### config.mk
export PLATFORM = sky130hd
export DESIGN_NAME = maze_move_ctrl_flat
export DESIGN_NICKNAME = d
export VERILOG_FILES = /design/src/rtl/maze_pkg.sv /design/src/rtl/maze_move_ctrl_if.sv /design/src/rtl/maze_move_ctrl_ps2_arrow_decoder.sv /design/src/rtl/maze_move_ctrl.sv /design/src/flat_wrapper.sv
export SDC_FILE = /design/constraint.sdc
export NUM_CORES = 1
export LEC_CHECK = 0
export BUFFER_PORTS_ARGS = -buffer_cell sky130_fd_sc_hd__buf_2
export CORE_MARGIN = 4
export CORE_UTILIZATION = 44
export DETAILED_ROUTE_END_ITERATION = 10
export PLACE_DENSITY_LB_ADDON = 0.05
export SLEW_MARGIN = 20
export SYNTH_ARGS = -nofsm -noshare
export SYNTH_HDL_FRONTEND = slang
export SYNTH_HIERARCHICAL = 1
export SYNTH_SLANG_ARGS = --single-unit
### constraint.sdc
create_clock -name clk -period 5.05 [get_ports clk]
set_clock_uncertainty 0.15 [all_clocks]
set_input_delay 0.2525 -clock clk [delete_from_list [all_inputs] [get_ports clk]]
set_output_delay 0.2525 -clock clk [all_outputs]
set_load 0.01 [all_outputs]
### src/rtl/maze_pkg.sv
// Shared scan-code constants, direction and decoder-state types for the maze move controller.
package maze_pkg;

  localparam logic [7:0] SC_EXT   = 8'hE0;
  localparam logic [7:0] SC_BRK   = 8'hF0;
  localparam logic [7:0] SC_LEFT  = 8'h6B;
  localparam logic [7:0] SC_RIGHT = 8'h74;
  localparam logic [7:0] SC_UP    = 8'h75;
  localparam logic [7:0] SC_DOWN  = 8'h72;

  typedef enum logic [2:0] {
    DIR_NONE,
    DIR_L,
    DIR_R,
    DIR_U,
    DIR_D
  } dir_t;

  typedef enum logic [1:0] {
    IDLE,
    EXT,
    BRK,
    EXT_BRK
  } dec_state_t;

  function automatic dir_t arrow_dir(input logic [7:0] code);
    case (code)
      SC_LEFT:  return DIR_L;
      SC_RIGHT: return DIR_R;
      SC_UP:    return DIR_U;
      SC_DOWN:  return DIR_D;
      default:  return DIR_NONE;
    endcase
  endfunction

endpackage

### src/rtl/maze_move_ctrl_if.sv
// Key input, maze description and player-position signals of the maze move controller.
interface maze_move_ctrl_if;

  logic         enable;
  logic         load;
  logic [7:0]   key_code;
  logic         key_valid;
  logic [255:0] maze_data;
  logic [4:0]   maze_width;
  logic [4:0]   maze_height;
  logic [3:0]   start_x;
  logic [3:0]   start_y;
  logic [3:0]   goal_x;
  logic [3:0]   goal_y;
  logic [3:0]   curr_x;
  logic [3:0]   curr_y;
  logic         moved;
  logic         blocked;
  logic         at_goal;

  modport master (
    output enable, load, key_code, key_valid, maze_data, maze_width, maze_height,
           start_x, start_y, goal_x, goal_y,
    input  curr_x, curr_y, moved, blocked, at_goal
  );

  modport slave (
    input  enable, load, key_code, key_valid, maze_data, maze_width, maze_height,
           start_x, start_y, goal_x, goal_y,
    output curr_x, curr_y, moved, blocked, at_goal
  );

endinterface

### src/rtl/maze_move_ctrl_ps2_arrow_decoder.sv
// PS/2 set-2 arrow-key decoder: registered make/break pulses one cycle after the final byte.
module ps2_arrow_decoder
  import maze_pkg::*;
(
  input  logic       clk,
  input  logic       reset,
  input  logic       key_valid,
  input  logic [7:0] key_code,
  output logic       make_pulse,
  output logic       break_pulse,
  output dir_t       dir
);

  dec_state_t state_q, state_d;
  logic       make_q, make_d;
  logic       brk_q, brk_d;
  dir_t       dir_q, dir_d;
  dir_t       arrow;

  always_comb begin
    state_d = state_q;
    make_d  = 1'b0;
    brk_d   = 1'b0;
    dir_d   = dir_q;
    arrow   = arrow_dir(key_code);
    if (key_valid) begin
      case (state_q)
        IDLE: begin
          if (key_code == SC_EXT)      state_d = EXT;
          else if (key_code == SC_BRK) state_d = BRK;
        end
        EXT: begin
          if (key_code == SC_BRK) begin
            state_d = EXT_BRK;
          end else begin
            state_d = IDLE;
            if (arrow != DIR_NONE) begin
              make_d = 1'b1;
              dir_d  = arrow;
            end
          end
        end
        BRK: state_d = IDLE;
        EXT_BRK: begin
          state_d = IDLE;
          if (arrow != DIR_NONE) begin
            brk_d = 1'b1;
            dir_d = arrow;
          end
        end
        default: state_d = IDLE;
      endcase
    end
  end

  always_ff @(posedge clk) begin
    if (reset) begin
      state_q <= IDLE;
      make_q  <= 1'b0;
      brk_q   <= 1'b0;
      dir_q   <= DIR_NONE;
    end else begin
      state_q <= state_d;
      make_q  <= make_d;
      brk_q   <= brk_d;
      dir_q   <= dir_d;
    end
  end

  assign make_pulse  = make_q;
  assign break_pulse = brk_q;
  assign dir         = dir_q;

endmodule

### src/rtl/maze_move_ctrl.sv
// Player position controller: held-direction auto-repeat plus bounds/wall check on each move attempt.
// A decoded make lands in curr/moved/blocked two cycles after its key_valid.
module maze_move_ctrl
  import maze_pkg::*;
#(
  parameter int REPEAT_TICKS = 12_500_000,
  parameter int CNT_W        = 24
) (
  input  logic              clk,
  input  logic              reset,
  maze_move_ctrl_if.slave   bus
);

  localparam logic [CNT_W-1:0] CNT_LAST = CNT_W'(REPEAT_TICKS - 1);

  logic       dec_make;
  logic       dec_brk;
  dir_t       dec_dir;

  dir_t             held_q, held_d;
  logic [CNT_W-1:0] cnt_q, cnt_d;
  logic [3:0]       curr_x_q, curr_x_d;
  logic [3:0]       curr_y_q, curr_y_d;
  logic             moved_q, moved_d;
  logic             blocked_q, blocked_d;
  logic             at_goal_q, at_goal_d;

  logic       req;
  dir_t       req_dir;
  logic [4:0] tgt_x, tgt_y;
  logic       tgt_ok;

  ps2_arrow_decoder u_dec (
    .clk         (clk),
    .reset       (reset),
    .key_valid   (bus.key_valid),
    .key_code    (bus.key_code),
    .make_pulse  (dec_make),
    .break_pulse (dec_brk),
    .dir         (dec_dir)
  );

  // Held direction and repeat timer; a fresh direction moves at once and restarts the period.
  always_comb begin
    held_d  = held_q;
    cnt_d   = cnt_q;
    req     = 1'b0;
    req_dir = held_q;
    if (dec_make && (dec_dir != held_q)) begin
      held_d  = dec_dir;
      cnt_d   = '0;
      req     = 1'b1;
      req_dir = dec_dir;
    end else begin
      if (dec_brk && (dec_dir == held_q)) held_d = DIR_NONE;
      if (held_d == DIR_NONE) begin
        cnt_d = '0;
      end else if (bus.enable) begin
        if (cnt_q == CNT_LAST) begin
          cnt_d = '0;
          req   = 1'b1;
        end else begin
          cnt_d = cnt_q + CNT_W'(1);
        end
      end
    end
    if (bus.load) begin
      held_d = DIR_NONE;
      cnt_d  = '0;
    end
  end

  // 5-bit target: stepping left/up from 0 gives 31, which the bounds test rejects.
  always_comb begin
    tgt_x = {1'b0, curr_x_q};
    tgt_y = {1'b0, curr_y_q};
    case (req_dir)
      DIR_L:   tgt_x = tgt_x - 5'd1;
      DIR_R:   tgt_x = tgt_x + 5'd1;
      DIR_U:   tgt_y = tgt_y - 5'd1;
      DIR_D:   tgt_y = tgt_y + 5'd1;
      default: ;
    endcase
    tgt_ok = (tgt_x < bus.maze_width) && (tgt_y < bus.maze_height) &&
             bus.maze_data[{tgt_y[3:0], tgt_x[3:0]}];
  end

  always_comb begin
    curr_x_d  = curr_x_q;
    curr_y_d  = curr_y_q;
    moved_d   = 1'b0;
    blocked_d = 1'b0;
    at_goal_d = (curr_x_q == bus.goal_x) && (curr_y_q == bus.goal_y);
    if (bus.load) begin
      curr_x_d = bus.start_x;
      curr_y_d = bus.start_y;
    end else if (req && bus.enable) begin
      if (tgt_ok) begin
        curr_x_d = tgt_x[3:0];
        curr_y_d = tgt_y[3:0];
        moved_d  = 1'b1;
      end else begin
        blocked_d = 1'b1;
      end
    end
  end

  always_ff @(posedge clk) begin
    if (reset) begin
      held_q    <= DIR_NONE;
      cnt_q     <= '0;
      curr_x_q  <= 4'd0;
      curr_y_q  <= 4'd0;
      moved_q   <= 1'b0;
      blocked_q <= 1'b0;
      at_goal_q <= 1'b0;
    end else begin
      held_q    <= held_d;
      cnt_q     <= cnt_d;
      curr_x_q  <= curr_x_d;
      curr_y_q  <= curr_y_d;
      moved_q   <= moved_d;
      blocked_q <= blocked_d;
      at_goal_q <= at_goal_d;
    end
  end

  assign bus.curr_x  = curr_x_q;
  assign bus.curr_y  = curr_y_q;
  assign bus.moved   = moved_q;
  assign bus.blocked = blocked_q;
  assign bus.at_goal = at_goal_q;

endmodule

### src/flat_wrapper.sv
// flat-port wrapper written by rule: the top's interface ports become plain ports
module maze_move_ctrl_flat import maze_pkg::*;
#(
  parameter int REPEAT_TICKS = 12_500_000,
  parameter int CNT_W        = 24
)
  (clk, reset, bus_enable, bus_load, bus_key_code, bus_key_valid, bus_maze_data, bus_maze_width, bus_maze_height, bus_start_x, bus_start_y, bus_goal_x, bus_goal_y, bus_curr_x, bus_curr_y, bus_moved, bus_blocked, bus_at_goal);
  maze_move_ctrl_if bus_i ();
  input  logic clk;
  input  logic reset;
  input wire logic [$bits(bus_i.enable)-1:0] bus_enable;
  input wire logic [$bits(bus_i.load)-1:0] bus_load;
  input wire logic [$bits(bus_i.key_code)-1:0] bus_key_code;
  input wire logic [$bits(bus_i.key_valid)-1:0] bus_key_valid;
  input wire logic [$bits(bus_i.maze_data)-1:0] bus_maze_data;
  input wire logic [$bits(bus_i.maze_width)-1:0] bus_maze_width;
  input wire logic [$bits(bus_i.maze_height)-1:0] bus_maze_height;
  input wire logic [$bits(bus_i.start_x)-1:0] bus_start_x;
  input wire logic [$bits(bus_i.start_y)-1:0] bus_start_y;
  input wire logic [$bits(bus_i.goal_x)-1:0] bus_goal_x;
  input wire logic [$bits(bus_i.goal_y)-1:0] bus_goal_y;
  output wire logic [$bits(bus_i.curr_x)-1:0] bus_curr_x;
  output wire logic [$bits(bus_i.curr_y)-1:0] bus_curr_y;
  output wire logic [$bits(bus_i.moved)-1:0] bus_moved;
  output wire logic [$bits(bus_i.blocked)-1:0] bus_blocked;
  output wire logic [$bits(bus_i.at_goal)-1:0] bus_at_goal;
  assign bus_i.enable = bus_enable;
  assign bus_i.load = bus_load;
  assign bus_i.key_code = bus_key_code;
  assign bus_i.key_valid = bus_key_valid;
  assign bus_i.maze_data = bus_maze_data;
  assign bus_i.maze_width = bus_maze_width;
  assign bus_i.maze_height = bus_maze_height;
  assign bus_i.start_x = bus_start_x;
  assign bus_i.start_y = bus_start_y;
  assign bus_i.goal_x = bus_goal_x;
  assign bus_i.goal_y = bus_goal_y;
  assign bus_curr_x = bus_i.curr_x;
  assign bus_curr_y = bus_i.curr_y;
  assign bus_moved = bus_i.moved;
  assign bus_blocked = bus_i.blocked;
  assign bus_at_goal = bus_i.at_goal;
  maze_move_ctrl #(.REPEAT_TICKS(REPEAT_TICKS), .CNT_W(CNT_W)) u_core (.clk(clk), .reset(reset), .bus(bus_i));
endmodule
== Word-level counts from Yosys, hierarchy flattened ==
Cells that the tools add are included.
Storage, ports and cells
  memory bits (read-only): 0
  flip-flop bits (word level): 45
  bits in writable memories: 0
  bits in latches: 0
  memories: 0
Cells by class
  equal/unequal tests: 20
  reductions and logical operators: 21
  mux-type cells: 30
  div/mod/pow operators: 0
  shift-type cells: 0
  add/sub/neg operators: 5
  bitwise gates (word level): 4
  multiply operators: 0
  magnitude comparators: 3
Operators by type and width (number)
  $eq A8 B7 Y1 const B: 4
  $add A24 B1 Y24 const B: 1
  $eq A24 B24 Y1 const B: 1
  $mux W24: 1
  $mux W4: 6
  $pmux W5 S2: 2
  $mux W3: 6
  $eq A8 B8 Y1 const B: 2
  $pmux W3 S4: 1
  $add A4 B1 Y5 const B: 2
  $lt A5 B5 Y1: 2
  $sub A4 B1 Y5 const B: 2
  $lt A8 B9 Y1 const B: 1
  $bmux W1 S8: 1
  $eq A4 B4 Y1: 2
  $mux W1: 8
  $reduce_or A4 Y1: 2
  $eq A3 B2 Y1 const B: 2
  $logic_and A1 B1 Y1: 6
  $mux W2: 3
  $pmux W2 S3: 1
  $pmux W3 S2: 1
  $reduce_bool A2 Y1: 3
  $reduce_or A3 Y1: 2
  other kinds (15): 21

== Depth between registers and ports, before layout ==
Gate-level depths: netlist (run 1).
  depth in word-level cells: 11
  depth in mapped cells: 19

== By module ==
The synthesis (run 1) kept the hierarchy.
Modules (own cells, without submodules)
  maze_move_ctrl: seq. area each 760.7 sq um, cells each 877, instances 1, area an instance 6304.8 sq um
  ps2_arrow_decoder: seq. area each 140.1 sq um, cells each 46, instances 1, area an instance 415.4 sq um

== Least setup slack after synthesis (run 1) ==
OpenSTA, ideal clock, no wires.
  kind: reg-to-reg
  from: register u_core.curr_x_q[0] (netlist: u_core/bus.curr_x[0])
  to: register u_core.curr_x_q[2] (netlist: u_core/bus.curr_x[2])
  cell stages (with the launch flop): 20
  period minus slack after synthesis: 4.884 ns
  data required time: 4.826 ns
  slack: 0.166 ns
  library setup time: 0.074 ns
  path buffers: 8
  arrival time: 4.660 ns
  cells stage by stage: dfxtp_1 buf_2 clkinv_1 clkbuf_1 buf_1 fa_1 buf_2 buf_2 buf_1 buf_2 a21oi_1 ha_1 a21boi_0 o21ai_0 a21o_1 o211ai_1 or2_2 clkbuf_1 or4_1 a31oi_1
Between the ends
  longest elaborated chain between the ends: 7
RTL lines
  from (decl): RTL line maze_move_ctrl.sv:22  | logic [3:0] curr_x_q, curr_x_d;
  from (signal assigned): RTL line maze_move_ctrl.sv:120  | curr_x_q <= curr_x_d;
  $add A4 B1 Y5 or $sub A4 B1 Y5 (tied branches): RTL line maze_move_ctrl.sv:79, maze_move_ctrl.sv:78
  $pmux W5 S2 (*): RTL line maze_move_ctrl.sv:77  | case (req_dir)
  $bmux W1 S8 or $lt A5 B5 Y1 (tied branches): RTL line maze_move_ctrl.sv:85, maze_move_ctrl.sv:84
  $mux W1 (implied by the code) or $logic_and A1 B1 Y1 (tied branches): RTL line maze_move_ctrl.sv:85, maze_move_ctrl.sv:84
  $logic_and A1 B1 Y1: RTL line maze_move_ctrl.sv:84  | tgt_ok = (tgt_x < bus.maze_width) && (tgt_y < bus.maze_height) &&
  $reduce_bool A2 Y1 (no line)
  $reduce_and A2 Y1 (no line)
Mark *: on every way between the ends. The rest lies on a longest branch, timed or not. The select of a mux whose other input is x is not followed.
A chain may end at the register's enable or synchronous reset.

== Worst setup path after layout (run 1) ==
  from: register u_core.u_dec.make_q (netlist: u_core/u_dec/make_pulse)
  to: register u_core.curr_y_q[2] (netlist: u_core/bus.curr_y[2])
Between the ends
  longest elaborated chain between the ends: 9
RTL lines
  from (decl): RTL line maze_move_ctrl_ps2_arrow_decoder.sv:15  | logic make_q, make_d;
  from (signal assigned): RTL line maze_move_ctrl_ps2_arrow_decoder.sv:64  | make_q <= make_d;
  $logic_and A1 B1 Y1 (*): RTL line maze_move_ctrl.sv:49  | if (dec_make && (dec_dir != held_q)) begin
  $mux W3: RTL line maze_move_ctrl.sv:49
  $eq A3 B2 Y1, or another cell as far along: RTL line maze_move_ctrl.sv:77
  $pmux W5 S2: RTL line maze_move_ctrl.sv:77
  $bmux W1 S8 or $lt A5 B5 Y1 (tied branches): RTL line maze_move_ctrl.sv:85, maze_move_ctrl.sv:84
  $mux W1 (implied by the code) or $logic_and A1 B1 Y1 (tied branches): RTL line maze_move_ctrl.sv:85, maze_move_ctrl.sv:84
  $logic_and A1 B1 Y1: RTL line maze_move_ctrl.sv:84
  $reduce_bool A2 Y1 (no line)
  $reduce_and A2 Y1 (no line)
  to (signal assigned): RTL line maze_move_ctrl.sv:121  | curr_y_q <= curr_y_d;
  to (decl): RTL line maze_move_ctrl.sv:23  | logic [3:0] curr_y_q, curr_y_d;
Marked as above.

==> results of run 1 <==
state kept, by name (all words and copies together), names as in the netlist:
name                      count
u_core/bus.curr_x             4
u_core/u_dec/make_pulse       1
u_core/u_dec/break_pulse      1
u_core/bus.at_goal            1
u_core/bus.blocked            1
u_core/u_dec/state_q          2
u_core/u_dec/dir              3
u_core/held_q                 3
u_core/bus.curr_y             4
u_core/cnt_q                 24
u_core/bus.moved              1
critical path, delay by kind of cell, from the launching register on:
family	cells	cell delay (ns)
AO/OA/AOI/OAI	3	0.53
XOR/XNOR	1	0.19
adder cells (fa/ha/maj)	1	0.39
buffers and inverters	2	0.48
flip-flops	1	0.40
multiplexers	2	0.64
AND/OR/NAND/NOR	6	2.04
stage by stage:
stage	hold WS [ns]	setup WS [ns]	cell area, µm²	setup TNS, ns
after floorplan	0.172	0.166	6720	0
after CTS	0.0597	0.0475	8620	0
after global placement	0.342	0.00487	8440	0
after detailed placement	0.353	-0.0640	8440	-0.232
after global routing	0.107	0.0177	8690	0
final	0.0745	0.123	8690	0
power by group through the flow:
stage	combinational [µW]	clock [µW]	sequential [µW]
2_1_floorplan	419	0	375
3_3_place_gp	723	0	375
3_5_place_dp	724	0	375
4_1_cts	729	388	367
5_1_grt	820	402	368
6_report	771	379	368
routing by layer:
metal  share of wire  global-route usage
met5         0.00066                   0
met4           0.043               0.150
met1            0.37               0.419
met3            0.11              0.0761
met2            0.47               0.577
kinds of logic (layout without fill, tap and decap cells):
group / count (synthesis) / in the layout / share of synthesized area
mux: 54 / 54 / 0.0989
fa+ha+maj: 17 / 17 / 0.0339
compound gates: 326 / 326 / 0.335
xor+xnor: 41 / 41 / 0.0557
flops: 45 / 45 / 0.134
simple gates: 344 / 344 / 0.276
buf+inv: 96 / 379 / 0.0667
final cells by class:
type	count	area (µm²)	share of cell area
multi-input cells	782	5430	0.624
repair buffers	346	1870	0.215
flip-flops and latches	45	902	0.104
well taps	184	230	0.0265
clock buffers	7	143	0.0164
inverters	25	93.8	0.0108
clock inverters	1	30.0	0.00345
placed cells by master, fill, tap and decap left out, types with 18 or more instances in the layout:
master	Yosys	final
o221ai_1	29	29
mux2i_1	24	24
nand3_1	29	29
xor2_1	19	18
mux2_2	18	19
o22ai_1	121	121
inv_1	23	22
dfxtp_1	45	44
buf_2	28	305
o21ai_0	33	33
nand2_1	59	59
a21oi_1	30	30
nor2_1	75	75
nor3_1	49	48
buf_4	4	37
xnor2_1	20	20
what timing repair did:
item | CTS | global route
hold buffers | 0 | 0
buffers inserted | 0 | 5
pin swaps | 0 | 3
setup endpoints to repair | 5 | 8
resized for setup | 1 | 9
worst paths after layout:
check | from | to | slack [ns] | cells after the start
setup reg to reg | u_core/u_dec/make_pulse | u_core/bus.curr_y[2] | 0.12 | 15
setup / recovery | u_core/u_dec/make_pulse | u_core/bus.curr_y[2] | 0.12 | 15
hold / removal | bus_start_y[3] | u_core/bus.curr_y[3] | 0.07 | 3
hold reg to reg | u_core/cnt_q[3] | u_core/cnt_q[3] | 0.36 | 2
==> results by group, run 1 <==
Outcome
  – Status: complete, no violations

Timing
  – Period utilization: 0.976
  – Final critical-path required period: 4.93 ns
  – Max Freq: 203 MHz
  – Finish-stage setup viols: 0
  – Worst slew pin tran: 0.909 ns
  – RSZ-0062 raised after global routing: false
  – Max_slew headroom: 0.392
  – Slew Limit Fails: 0
  – Final Hold Fails: 0

Logic synthesis
  – Yosys top cell by area: dfxtp_1
  – Ys async rst share: 0
  – Average cell area after synthesis: 7.28 µm²
  – Yosys reg bits: 45
  – Top post-synthesis cells by count: 121 x o22ai_1, 75 x nor2_1, 59 x nand2_1, 49 x nor3_1, 45 x dfxtp_1
  – Post-synth EDFFs: 0
  – Top FF cell, synth: dfxtp_1
  – Count leader, synth: o22ai_1
  – Post-Synthesis Cells: 923
  – Yosys Warn Count: 6
  – Post-synthesis cell area: 6720 µm²
  – Synth unique cells: 89
  – Sequential share of the synthesized area: 0.134
  – Syn Nets: 1235
  – Top cell type's share of synthesized area: 0.134
  – Area contributors post-synth: dfxtp_1 13%, o22ai_1 11%, nor2_1 4.2%, o221ai_1 3.8%, nor3_1 3.6%

Power and ir drop
  – Cell area power density: 175 nW/µm²
  – Clock network power share: 0.250
  – Total Power: 1520 µW
  – Reg power frac: 0.242
  – Internal power: 940 µW
  – Combinational power share: 0.508
  – Switch share: 0.380
  – Net load switching power: 577 µW
  – P_leak: 0.00354 µW
  – VDD IR max: 422 µV

Floorplanning
  – Boundary Pins: 306
  – Die area: 17300 µm²
  – Die width: 132 µm
  – Chip Height: 132 µm
  – Starting Density: 0.455
  – Core region area: 14800 µm²
  – # rows: 44

Clock tree
  – Worst-skew pair later-pin latency: 0.28 ns
  – CTS buffer count: 5
  – CTS tree: done
  – H-tree Lvls: 2
  – Clock Pin Slew Worst Setup and Hold Paths: 0.06 ns
  – CTS sink cnt: 45
  – Root buf cell: clkbuf_16
  – Maximum clock path buffer count: 2

GRT
  – GRT overflow: 0
  – Largest net degree at the start of global routing: 54
  – Number of global-route vias before repair: 8950
  – GRT Total Usage: 0.342
  – Antenna violations before repair: 2
  – Global-route wire length before repair: 49000 µm

Final layout
  – Non-Filler Instances: 1390
  – Synthesis-to-finish area growth: 29.3%
  – Post-Route Utilization: 0.589
  – Filler cells: 1449
  – Ant diodes: 0
  – Nets: 1517
  – Share of layout cells above drive strength 1: 0.346

Worst setup path
  – Critical path startpoint category: flip-flop
  – Critical path type: reg2reg
  – CP required: 5.11 ns
  – Worst EP arrival: 4.99 ns
  – Worst Path Max Fanout: 19
  – Crit. End Element: flip-flop
  – CP max stage cell: or4_1
  – Worst-path cell chain: mux2_2, or3_1, ha_1, buf_4, xnor2_4, buf_4, mux4_2, nor2_1, nor4_1, a211oi_1, or4_1, o211ai_1, nor3_4, or4_1, a31oi_1
  – Max stage delay on crit path: 0.57 ns

Detailed routing
  – TritonRoute pass-1 iters: 6
  – Vias per cell: 6.56
  – Initial DRC count: 1234
  – Vias: 9119
  – Avg WL per Cell: 22.8 µm
  – DRT Wirelength: 31700 µm
  – Drt drc: 0
  – ANT nets after route: 0

Placement
  – Placed insts: 1377
  – Gpl congestion: 0.960
  – I/O Buffers: 305
  – Hpwl dp: 24700 µm

Worst hold path
  – Tightest Hold Check Type: in2reg

Run
  – Max-Cap Viols: 0
(Power assumes the default switching activity.)
==> inputs of run 2 (changes only) <==
--- a/config.mk
+++ b/config.mk
@@ -5,9 +5,10 @@
 export SDC_FILE = /design/constraint.sdc
 export NUM_CORES = 1
 export LEC_CHECK = 0
+export ABC_AREA = 1
 export BUFFER_PORTS_ARGS = -buffer_cell sky130_fd_sc_hd__buf_2
 export CORE_MARGIN = 4
-export CORE_UTILIZATION = 44
+export CORE_UTILIZATION = 42
 export DETAILED_ROUTE_END_ITERATION = 10
 export PLACE_DENSITY_LB_ADDON = 0.05
 export SLEW_MARGIN = 20
==> results by group, run 2 <==
Floorplanning
  – Die area: 15700 µm² (-9.3%)
  – Core region area: 13300 µm² (-9.5%)
  – Die width: 125 µm (-4.8%)
  – Chip Height: 125 µm (-4.8%)
  – Starting Density: 0.433 (-0.0224)
  – # rows: 42 (-4.5%)
  – Boundary Pins: 306 (unchanged)

Power and ir drop
  – P_leak: 0.00373 µW (+5.2%)
  – Cell area power density: 160 nW/µm² (-8.4%)
  – VDD IR max: 203 µV (-52%)

Clock tree
  – Root buf cell: clkbuf_16
  – H-tree Lvls: 2 (unchanged)
  – Worst-skew pair later-pin latency: 0.28 ns (about the same)
  – Post_cts resized: 0 (-1)
  – Maximum clock path buffer count: 2 (unchanged)
  – CTS sink cnt: 45 (unchanged)
  – Hold_buf cts: 0 (unchanged)
  – Post-CTS Setup Inserts: 0 (unchanged)
  – CTS buffer count: 5 (unchanged)
  – Clock Pin Slew Worst Setup and Hold Paths: 0.06 ns (about the same)
  – CTS tree: done

Logic synthesis
  – Post-synth EDFFs: 0 (unchanged)
  – Top post-synthesis cells by count: 347 x nand2_1, 288 x nand3_1, 63 x inv_1, 53 x nor2_1, 45 x dfxtp_1
  – Yosys Warn Count: 6 (unchanged)
  – Syn Nets: 1333 (+7.9%)
  – Area contributors post-synth: nand3_1 25%, nand2_1 23%, dfxtp_1 16%, inv_1 4.1%, nor2_1 3.4%
  – Top FF cell, synth: dfxtp_1
  – Count leader, synth: nand2_1
  – Post-synthesis cell area: 5780 µm² (-14%)
  – Sequential share of the synthesized area: 0.156 (+0.0218)
  – Yosys top cell by area: nand3_1
  – Post-Synthesis Cells: 1021 (+11%)
  – Synth unique cells: 42 (-53%)
  – Top cell type's share of synthesized area: 0.249 (+0.115)
  – Ys async rst share: 0 (unchanged)
  – Yosys reg bits: 45 (unchanged)
  – Average cell area after synthesis: 5.66 µm² (-22%)

GRT
  – Number of global-route vias before repair: 7192 (-20%)
  – GRT overflow: 0 (unchanged)
  – Largest net degree at the start of global routing: 70 (+30%)
  – GRT Total Usage: 0.278 (-0.0645)
  – Global-route wire length before repair: 36600 µm (-25%)
  – Antenna violations before repair: 6 (+4)

Worst setup path
  – Register-to-Register Path Depth: 20 (+5)
  – R2r setup slk: 1.08 ns (+0.96 ns)
  – Worst Path Max Fanout: 34 (+15)
  – Worst EP arrival: 3.98 ns (-1.01 ns)
  – Reg-to-reg critical path startpoint: u_core/u_dec/make_pulse
  – CP required: 5.06 ns (-0.05 ns)
  – Critical path startpoint category: flip-flop
  – Critical path type: reg2reg
  – Crit. End Element: flip-flop
  – Worst setup path start: u_core/u_dec/make_pulse
  – R2R Path End: u_core/bus.curr_y[1]

Detailed routing
  – Avg WL per Cell: 15.7 µm (-31%)
  – Vias: 7652 (-16%)
  – Initial DRC count: 744 (-40%)
  – TritonRoute pass-1 iters: 5 (-1)
  – ANT nets after route: 0 (unchanged)
  – DRT Wirelength: 23100 µm (-27%)
  – Vias per cell: 5.21 (-21%)
  – Drt drc: 0 (unchanged)

Final layout
  – Leading cell type in the layout, fill and taps excluded: nand2_1
  – Share of layout cells above drive strength 1: 0.284 (-0.0619)
  – Non-Filler Instances: 1468 (+5.6%)
  – Max reg flops: 24 (unchanged)
  – Synthesis-to-finish area growth: 29.0%
  – Filler cells: 1449 (unchanged)
  – Most frequent cells in the layout: 346 x nand2_1, 305 x buf_2, 288 x nand3_1
  – Reg with most FFs: u_core/cnt_q
  – Post-Route Utilization: 0.559 (-0.0304)
  – Nets: 1597 (+5.3%)

Timing
  – Max_slew headroom: 0.329 (-0.0639)
  – Finish-stage setup viols: 0 (unchanged)
  – Hold slack final: 0.136 ns (+0.0612 ns)
  – Final WS setup: 1.08 ns (+0.956 ns)
  – RSZ-0062 raised after global routing: false
  – Slew Limit Fails: 0 (unchanged)
  – Worst slew pin tran: 1.00 ns (+0.0942 ns)
  – Final critical-path required period: 3.97 ns (-0.956 ns)
  – Max Freq: 252 MHz (+24%)
  – Period utilization: 0.786 (-0.189)
  – Final Hold Fails: 0 (unchanged)
  – Aggregate negative setup slack: 0 ns (unchanged)

Run
  – Max-Cap Viols: 0 (unchanged)

Placement
  – Hpwl dp: 18700 µm (-24%)
  – Placement Setup Slack: 1.10 ns (+1.17 ns)
  – I/O Buffers: 305 (unchanged)
  – Placed insts: 1454 (+5.6%)
  – Gpl congestion: 0.921 (-4.1%)

Worst hold path
  – Worst hold stages: 4 (+1)
  – Hold Crit Endpoint: u_core/bus.at_goal
  – Tightest Hold Check Type: in2reg
  – Hold wc startpoint: bus_goal_x[1]

Outcome
  – Status: complete, no violations
## run 2: cells by family (layout without fill, tap and decap cells)
group | Yosys count | in the layout | synth area share
AO/OA/AOI/OAI | 55 | 55 | 0.0574
XOR/XNOR | 31 | 31 | 0.0483
adder cells (fa/ha/maj) | 17 | 17 | 0.0394
buffers and inverters | 123 | 388 | 0.105
flip-flops | 45 | 45 | 0.156
other | 0 | 6 | 0
AND/OR/NAND/NOR | 750 | 750 | 0.594
## run 2: through the flow
step                total power [µW]  instance area, µm²
detailed placement               822                7270
CTS                             1200                7440
global route                    1280                7460
finish                          1190                7460
global placement                 821                7270
floorplan                        649                5780
## run 2: worst max-delay path: stages, from the launching register on
cell     delay, ns
dfxtp_1       0.45
inv_2         0.10
nand2_1       0.07
nand2_1       0.09
nand3_4       0.18
inv_1         0.08
fa_1          0.40
xnor2_1       0.15
nand2_1       0.10
o21ai_4       0.37
inv_2         0.50
nand3_1       0.26
nand3_1       0.09
nand3_1       0.12
nand3_1       0.09
nand3_1       0.10
nand3_2       0.12
nand3_2       0.10
nand2_2       0.09
nand3_1       0.12
a21oi_1       0.07
## run 2: metal layers
metal / global-route usage / wire length (µm)
met5: 0 / 0
met4: 0.105 / 710
met3: 0.0320 / 1390
met2: 0.495 / 11800
met1: 0.343 / 9220
## run 2: area by class of cell
type                    instances  area (µm²)  area share
multi-input cells             853        4310       0.577
flip-flops and latches         45         901       0.121
repair buffers                310        1580       0.211
diodes                          6        15.0     0.00201
inverters                      70         263      0.0352
clock inverters                 2        37.5     0.00503
clock buffers                   6         139      0.0186
well taps                     176         220      0.0295
## run 2: power by group
group / leakage (µW) / internal, µW / total (µW) / switching, µW
clock network: 0.0000831 / 247 / 377 / 130
registers: 0.000363 / 360 / 371 / 10.8
logic: 0.00328 / 197 / 445 / 248
## run 2: worst max path at each step
stage               slack (ns)                    to
floorplan                 1.62  u_core/bus.curr_x[3]
global placement          1.20  u_core/bus.curr_y[3]
detailed placement        1.10  u_core/bus.curr_y[3]
CTS                       1.08  u_core/bus.curr_y[3]
global route              0.61  u_core/bus.curr_x[3]
finish                    1.08  u_core/bus.curr_y[1]
==> inputs of run 3 (changes only) <==
==> constraint.sdc (replaced) <==
create_clock -name clk -period 3.5 [get_ports clk]
set_clock_uncertainty 0.15 [all_clocks]
set_input_delay 0.175 -clock clk [delete_from_list [all_inputs] [get_ports clk]]
set_output_delay 0.175 -clock clk [all_outputs]
set_load 0.01 [all_outputs]
==> results by group, run 3 (same netlist as run 2, synthesis figures left out) <==
Timing
  – Slew Limit Fails: 0 (unchanged)
  – Final Hold Fails: 0 (unchanged)
  – Max_slew headroom: 0.675 (+0.346)
  – Worst slew pin tran: 0.483 ns (-0.520 ns)
  – Final WS setup: 0.255 ns (-0.824 ns)
  – Max Freq: 308 MHz (+22%)
  – Hold slack final: 0.0678 ns (-0.0680 ns)
  – Period utilization: 0.927 (+0.141)
  – Aggregate negative setup slack: 0 ns (unchanged)
  – RSZ-0062 raised after global routing: false
  – Final critical-path required period: 3.24 ns (-0.726 ns)
  – Finish-stage setup viols: 0 (unchanged)

Worst setup path
  – Register-to-Register Path Depth: 18 (-10%)
  – Most frequent cell on the critical path: nand2_1
  – CP max stage cell: fa_1
  – R2r setup slk: 0.26 ns (-0.82 ns)
  – Crit-path leading delay family: simple AND/OR/NAND/NOR gates
  – Worst Path Max Fanout: 8 (-76%)
  – Crit. End Element: flip-flop
  – Worst-path cell chain: inv_2, nand2_1, nand2_1, nand2_1, nor2_1, buf_4, fa_1, o21ai_1, ha_1, a21oi_1, o21ai_1, a21o_1, a21oi_4, nand4_4, nand2_2, nand2_1, nand2_1, nor2_1
  – Critical path startpoint category: flip-flop
  – Worst EP arrival: 3.28 ns (-0.70 ns)
  – Critical path type: reg2reg
  – CP required: 3.53 ns (-1.53 ns)
  – R2R Path End: u_core/bus.curr_x[3]
  – Reg-to-reg critical path startpoint: u_core/u_dec/make_pulse
  – Bufs and invs on worst path: 2 (-1)
  – Max stage delay on crit path: 0.40 ns (-0.10 ns)

Floorplanning
  – Core region area: 13300 µm² (unchanged)
  – Boundary Pins: 306 (unchanged)
  – Starting Density: 0.433 (unchanged)
  – # rows: 42 (unchanged)
  – Die width: 125 µm (unchanged)
  – Chip Height: 125 µm (unchanged)
  – Die area: 15700 µm² (unchanged)

GRT
  – GRT Total Usage: 0.277 (-0.000678)
  – Largest net degree at the start of global routing: 39 (-44%)
  – Number of global-route vias before repair: 7128 (-0.89%)
  – Antenna violations before repair: 3 (-3)
  – Global-route wire length before repair: 36300 µm (-0.79%)
  – GRT overflow: 0 (unchanged)

Detailed routing
  – ANT nets after route: 0 (unchanged)
  – Drt drc: 0 (unchanged)
  – Vias per cell: 5.14 (-1.4%)
  – Initial DRC count: 586 (-21%)
  – DRT Wirelength: 23100 µm (about the same)
  – Avg WL per Cell: 15.5 µm (-1.7%)
  – TritonRoute pass-1 iters: 6 (+1)
  – Vias: 7674 (+0.29%)

Power and ir drop
  – Switch share: 0.336 (+0.0100)
  – Net load switching power: 574 µW (+48%)
  – VDD IR max: 285 µV (+40%)
  – Total Power: 1710 µW (+43%)
  – Combinational power share: 0.404 (+0.031)
  – Clock network power share: 0.288 (-0.028)
  – Internal power: 1140 µW (+41%)
  – P_leak: 0.00391 µW (+4.8%)
  – Reg power frac: 0.308 (-0.003)
  – Cell area power density: 221 nW/µm² (+38%)

Final layout
  – Design area: 7750 µm² (+3.9%)
  – Max reg flops: 24 (unchanged)
  – Filler cells: 1395 (-3.7%)
  – Reg with most FFs: u_core/cnt_q
  – Share of layout cells above drive strength 1: 0.301 (+0.0175)
  – Leading cell type in the layout, fill and taps excluded: nand2_1
  – Synthesis-to-finish area growth: 34.1%
  – Nets: 1625 (+1.8%)
  – Most frequent cells in the layout: 346 x nand2_1, 305 x buf_2, 288 x nand3_1

Clock tree
  – CTS buffer count: 5 (unchanged)
  – CTS sink cnt: 45 (unchanged)
  – Worst-skew pair later-pin latency: 0.28 ns (about the same)
  – Clock Pin Slew Worst Setup and Hold Paths: 0.06 ns (about the same)
  – Root buf cell: clkbuf_16
  – CTS tree: done
  – H-tree Lvls: 2 (unchanged)
  – Maximum clock path buffer count: 2 (unchanged)

Run
  – Max-Cap Viols: 0 (unchanged)

Placement
  – Cell Area, Placed: 7540 µm² (+3.8%)
  – Gpl congestion: 0.915 (-0.63%)
  – I/O Buffers: 305 (unchanged)
  – Placement Setup Slack: 0.0711 ns (-1.03 ns)
  – Hpwl dp: 18800 µm (+0.44%)

Worst hold path
  – Tightest Hold Check Type: in2reg
  – Worst hold stages: 3 (-1)
  – Hold Crit Endpoint: u_core/u_dec/make_pulse
  – Hold wc startpoint: bus_key_valid

Outcome
  – Status: complete, no violations
run 3: cell types whose count changed in the layout (fill, tap and decap cells not counted), sizes merged:
cell and delta:
buf +28, bufinv -1, clkbuf +1, clkinv +1, clkinvlp -1, diode -3
run 3: cell type report:
type	count	area [µm²]	share of cell area
Antenna cell	3	7.51	0.000969
Clock buffer	7	153	0.0197
Clock inverter	1	5.00	0.000646
Inverter	70	263	0.0339
Multi-Input combinational cell	853	4330	0.559
Sequential cell	45	905	0.117
Tap cell	176	220	0.0284
Timing Repair Buffer	338	1870	0.241
run 3: worst max path at each step:
stage	startpoint	end	slack (ns)	cells past startpoint
after floorplan	u_core/u_dec/make_pulse	u_core/bus.curr_x[3]	0.07	23
after global placement	u_core/u_dec/make_pulse	u_core/bus.curr_x[3]	0.11	19
after detailed placement	u_core/u_dec/make_pulse	u_core/bus.curr_x[3]	0.07	19
after CTS	u_core/u_dec/make_pulse	u_core/bus.curr_x[3]	0.04	19
after global routing	u_core/u_dec/make_pulse	u_core/bus.curr_y[3]	0.03	21
final	u_core/u_dec/make_pulse	u_core/bus.curr_x[3]	0.26	18
run 3: repair_timing:
| item | in CTS | in global routing |
|---|---|---|
| setup endpoints to repair | 0 | 10 |
| hold buffers | 0 | 0 |
| buffers inserted | 0 | 1 |
| hold endpoints to repair | 0 | 0 |
| gates resized for setup | 0 | 8 |
run 3: power by group through the flow:
stage / sequential, µW / clock [µW] / combinational, µW
2_1_floorplan: 545 / 0 / 391
3_3_place_gp: 540 / 0 / 680
3_5_place_dp: 540 / 0 / 680
4_1_cts: 528 / 505 / 685
5_1_grt: 528 / 529 / 770
6_report: 527 / 493 / 690
run 3: layer usage:
layer  GRT usage  part of all wire
met1       0.347              0.41
met3      0.0222             0.050
met4      0.0797             0.024
met2       0.507              0.52
met5           0                 0
run 3: worst min-delay path: cells and delay by family:
family / cells / cell delay, ns
buf+inv: 1 / 0.15
simple gates: 2 / 0.14
run 3: through the flow:
stage	cells	util
floorplan	1021	-
global placement	1481	0.565
detailed placement	1481	0.565
CTS	1489	0.577
global route	1493	0.581
finish	1493	0.581
